--- config.mk ---
export PLATFORM = sky130hd
export DESIGN_NAME = elastic_pipe_reg
export DESIGN_NICKNAME = d
export VERILOG_FILES = /design/src/rtl/elastic_pipe_reg.sv
export SDC_FILE = /design/constraint.sdc
export NUM_CORES = 1
export LEC_CHECK = 0
export ABC_AREA = 0
export CAP_MARGIN = 20
export CORE_MARGIN = 2
export CORE_UTILIZATION = 55
export DETAILED_ROUTE_END_ITERATION = 16
export PLACE_DENSITY = 0.95
export SLEW_MARGIN = 20
export SYNTH_ARGS = -nofsm -noshare
export SYNTH_HDL_FRONTEND = slang
export SYNTH_SLANG_ARGS = --single-unit
--- constraint.sdc ---
create_clock -name clk -period 4.8 [get_ports clk]
set_clock_uncertainty 0.05 [all_clocks]
set_input_delay 0.48 -clock clk [delete_from_list [all_inputs] [get_ports clk]]
set_output_delay 0.48 -clock clk [all_outputs]
set_load 0.05 [all_outputs]
--- src/rtl/elastic_pipe_reg.sv ---
// One elastic pipeline stage: valid/ready handshake with a 2-entry skid buffer,
// synchronous flush of control fields and a saturating stall counter.
module elastic_pipe_reg #(
  parameter int unsigned DATA_W     = 16,
  parameter int unsigned CTRL_W     = 8,
  parameter bit          CLEAR_DATA = 1'b0,
  parameter int unsigned CNT_W      = 16
) (
  input  logic              clk,
  input  logic              rst,
  input  logic              flush,
  input  logic              in_valid,
  output logic              in_ready,
  input  logic [DATA_W-1:0] in_data,
  input  logic [CTRL_W-1:0] in_ctrl,
  output logic              out_valid,
  input  logic              out_ready,
  output logic [DATA_W-1:0] out_data,
  output logic [CTRL_W-1:0] out_ctrl,
  output logic [CNT_W-1:0]  stall_cnt
);

  // State encoding is {s_v, m_v}; 2'b10 is unreachable.
  localparam logic [1:0] StEmpty = 2'b00;
  localparam logic [1:0] StOne   = 2'b01;
  localparam logic [1:0] StFull  = 2'b11;

  localparam logic [CNT_W-1:0] CntMax = '1;

  logic              m_v_q, m_v_d;
  logic              s_v_q, s_v_d;
  logic [DATA_W-1:0] m_data_q, m_data_d;
  logic [DATA_W-1:0] s_data_q, s_data_d;
  logic [CTRL_W-1:0] m_ctrl_q, m_ctrl_d;
  logic [CTRL_W-1:0] s_ctrl_q, s_ctrl_d;
  logic              rdy_q, rdy_d;
  logic [CNT_W-1:0]  stall_q, stall_d;

  logic [1:0] state;
  logic       accept;
  logic       drain;

  assign state  = {s_v_q, m_v_q};
  assign accept = in_valid & rdy_q;
  assign drain  = m_v_q & out_ready;

  always_comb begin
    m_v_d    = m_v_q;
    s_v_d    = s_v_q;
    m_data_d = m_data_q;
    s_data_d = s_data_q;
    m_ctrl_d = m_ctrl_q;
    s_ctrl_d = s_ctrl_q;

    case (state)
      StEmpty: begin
        if (accept) begin
          m_v_d    = 1'b1;
          m_data_d = in_data;
          m_ctrl_d = in_ctrl;
        end
      end
      StOne: begin
        if (accept && drain) begin
          m_data_d = in_data;
          m_ctrl_d = in_ctrl;
        end else if (accept) begin
          s_v_d    = 1'b1;
          s_data_d = in_data;
          s_ctrl_d = in_ctrl;
        end else if (drain) begin
          m_v_d = 1'b0;
        end
      end
      StFull: begin
        if (drain) begin
          m_data_d = s_data_q;
          m_ctrl_d = s_ctrl_q;
          s_v_d    = 1'b0;
          s_ctrl_d = '0;
        end
      end
      default: begin
        m_v_d = 1'b0;
        s_v_d = 1'b0;
      end
    endcase

    // Flush overrides everything, including a beat accepted in the same cycle.
    if (flush) begin
      m_v_d    = 1'b0;
      s_v_d    = 1'b0;
      m_ctrl_d = '0;
      s_ctrl_d = '0;
      if (CLEAR_DATA) begin
        m_data_d = '0;
        s_data_d = '0;
      end
    end
  end

  // Ready is a flop so it stays low through reset and rises on the first edge after release.
  assign rdy_d = ~s_v_d;

  always_comb begin
    stall_d = stall_q;
    if (m_v_q && !out_ready && (stall_q != CntMax)) begin
      stall_d = stall_q + 1'b1;
    end
  end

  always_ff @(posedge clk or posedge rst) begin
    if (rst) begin
      m_v_q    <= 1'b0;
      s_v_q    <= 1'b0;
      m_data_q <= '0;
      s_data_q <= '0;
      m_ctrl_q <= '0;
      s_ctrl_q <= '0;
      rdy_q    <= 1'b0;
      stall_q  <= '0;
    end else begin
      m_v_q    <= m_v_d;
      s_v_q    <= s_v_d;
      m_data_q <= m_data_d;
      s_data_q <= s_data_d;
      m_ctrl_q <= m_ctrl_d;
      s_ctrl_q <= s_ctrl_d;
      rdy_q    <= rdy_d;
      stall_q  <= stall_d;
    end
  end

  assign in_ready  = rdy_q;
  assign out_valid = m_v_q;
  assign out_data  = m_data_q;
  assign out_ctrl  = m_v_q ? m_ctrl_q : '0;
  assign stall_cnt = stall_q;

endmodule
==> results.json <==
{
  "gp_congestion": 0.791,
  "wl_per_cell_um": 16.5,
  "finalNetCount": 377,
  "clkLatencyLatePin_ns": 0.34,
  "hold_violations": 0,
  "synth_cell_types": 40,
  "grt_max_degree": 39,
  "drv_cap": 0,
  "worstMarginPinSlew_ns": 0.863,
  "rows": 28,
  "numCtsBuffers": 9,
  "fmax_mhz": 395,
  "diodes": 0,
  "initial_utilization_pct": 56.1,
  "cts_root_buffer": "clkbuf_8",
  "r2r_setup_slack_ns": 2.27,
  "fin_cells": 423,
  "firstDrtPassIters": 4,
  "cp-end-kind": "flip-flop",
  "syn_area_per_cell_um2": 12.2,
  "port_buffers": 70,
  "final_area_um2": 4250,
  "slew_headroom_pct": 42.5,
  "dieArea_um2": 6600,
  "slew_violations": 0,
  "placed_cells": 407,
  "viasPerCell": 5.56,
  "ant_nets": 0,
  "fp.dieH_um": 81.2,
  "cts_resized": 0,
  "post-route-util_pct": 72.7,
  "synthCells": 270,
  "p_leak_uw": 0.00181,
  "period_minus_slack_ns": 2.53,
  "grt_pass1_vias": 2299,
  "status": "finished clean",
  "grt_remaining_overflow": 0,
  "holdWs_ns": 0.433,
  "htree_levels": 3,
  "worstPathRequired_ns": 4.94,
  "fp.coreArea_um2": 5850,
  "crit_arrival_ns": 2.67,
  "setup_viol": 0,
  "ys.flop_type": "dfrtp_1",
  "synth-seq-area-share_pct": 51.1,
  "syn_area_um2": 3280,
  "worst_setup_path_start_kind": "flip-flop",
  "cts_hold_buffers": 0,
  "powerDensity_nw_per_um2": 532,
  "die_w_um": 81.2,
  "via_count": 2351,
  "drive_above_1_share_pct": 24.4,
  "path_clk_slew_ns": 0.07,
  "crit_type": "flip-flop to flip-flop",
  "reg2reg_depth": 5,
  "min_period_over_period_pct": 52.8,
  "antenna_found_initial": 0,
  "ys_seq_elements": 67,
  "dp_hpwl_um": 4610,
  "drtIter0Drc": 136,
  "worstHoldPathType": "flip-flop to flip-flop",
  "peakVddDrop_v": 0.000444,
  "synth-edff-count": 0,
  "grt_pass1_wl_um": 11200,
  "grt_setup_unrepaired": "no",
  "yosys_warnings": 0,
  "fin_tns_setup_ns": 0,
  "track_usage_pct": 22.7,
  "cts.sinks": 67,
  "place_area_um2": 4040,
  "async_reset_ff_share_pct": 100,
  "syn-num-nets": 304,
  "postCtsSetupBuffers": 0,
  "area_delta_synth_final_pct": 29.7,
  "drc_errors": 0,
  "worstHoldPathCells": 2,
  "wl_um": 6960,
  "cts_tree": "built",
  "cp_max_fo": 32,
  "clockBufferDepth": 2,
  "ios": 71
}
per-stage QoR:
stage / worst slack [ns] / total power (uW)
3_3_place_gp: 2.31 / 1750
4_1_cts: 2.23 / 2280
6_report: 2.27 / 2270
3_5_place_dp: 2.26 / 1780
2_1_floorplan: 2.32 / 1490
5_1_grt: 2.06 / 2370
sequential cells by signal, summed over array words and instances (netlist names):
name / cells
s_ctrl_q: 8
out_data: 16
m_ctrl_q: 8
s_data_q: 16
s_v_q: 1
out_valid: 1
stall_cnt: 16
in_ready: 1
layout make-up:
class / instances / area, um2
flip-flops and latches: 67 / 1680
inverters: 6 / 22.5
well taps: 75 / 93.8
repair buffers: 73 / 723
clock buffers: 12 / 165
fillers: 398 / 1600
multi-input cells: 186 / 1530
clock inverters: 4 / 47.5
routing by layer:
metal	up-vias	routed length (um)	GRT usage, %
met1	1151	2940	28.6
met3	10	364	5.67
met2	86	3570	38.3
met4	0	85	7.63
met5	-	0	0
li1	1104	-	-
worst paths after layout:
kind                             start           end
setup reg to reg             out_valid   s_ctrl_q[4]
min in group asynchronous          rst  stall_cnt[6]
hold reg to reg            s_ctrl_q[1]   s_ctrl_q[1]
max in group asynchronous          rst   m_ctrl_q[1]
hold / removal             s_ctrl_q[1]   s_ctrl_q[1]
setup / recovery             out_valid   s_ctrl_q[4]
critical path, stage by stage, from the launching register on:
cell	delay [ns]
dfrtp_1	0.56
ha_1	0.29
buf_4	0.26
and4b_1	0.25
a311oi_2	0.75
o21ai_0	0.21
cells in the mapped netlist (all sizes together) (5+ instances only):
| library cell | instances | share of area [%] |
|---|---|---|
| nor2 | 11 | 1.3 |
| nor3 | 5 | 0.76 |
| nand2 | 27 | 3.2 |
| mux2i | 8 | 2.4 |
| nand3 | 5 | 0.76 |
| buf | 7 | 1.3 |
| inv | 6 | 0.69 |
| ha | 5 | 1.9 |
| xor2 | 7 | 1.9 |
| and2 | 9 | 1.7 |
| o21ai | 12 | 1.9 |
| dfrtp | 67 | 51 |
| mux2 | 60 | 22 |
layout by cell type, fill, tap and decap left out, types with 7 or more instances in the layout:
master	n
clkdlybuf4s50_1	70
nand2_1	26
nor2_1	11
clkbuf_8	12
mux2i_1	8
dfrtp_1	67
o21ai_0	11
mux2_4	10
and2_1	9
xor2_1	7
mux2_2	50
logic make-up after synthesis:
kind of cell / synth area share [%]
simple gates: 12.5
mux: 24.2
flops: 51.1
compound gates: 4.96
buf+inv: 2.40
xor+xnor: 2.94
fa+ha+maj: 1.91
where the power goes:
part / leakage (uW) / switching [uW] / internal, uW / total, uW
Clock: 0.000108 / 214 / 281 / 494
Combinational: 0.000870 / 525 / 389 / 915
Sequential: 0.000832 / 117 / 739 / 856
Total: 0.00181 / 855 / 1410 / 2260
No activity file was read; power rests on OpenSTA's default activity.
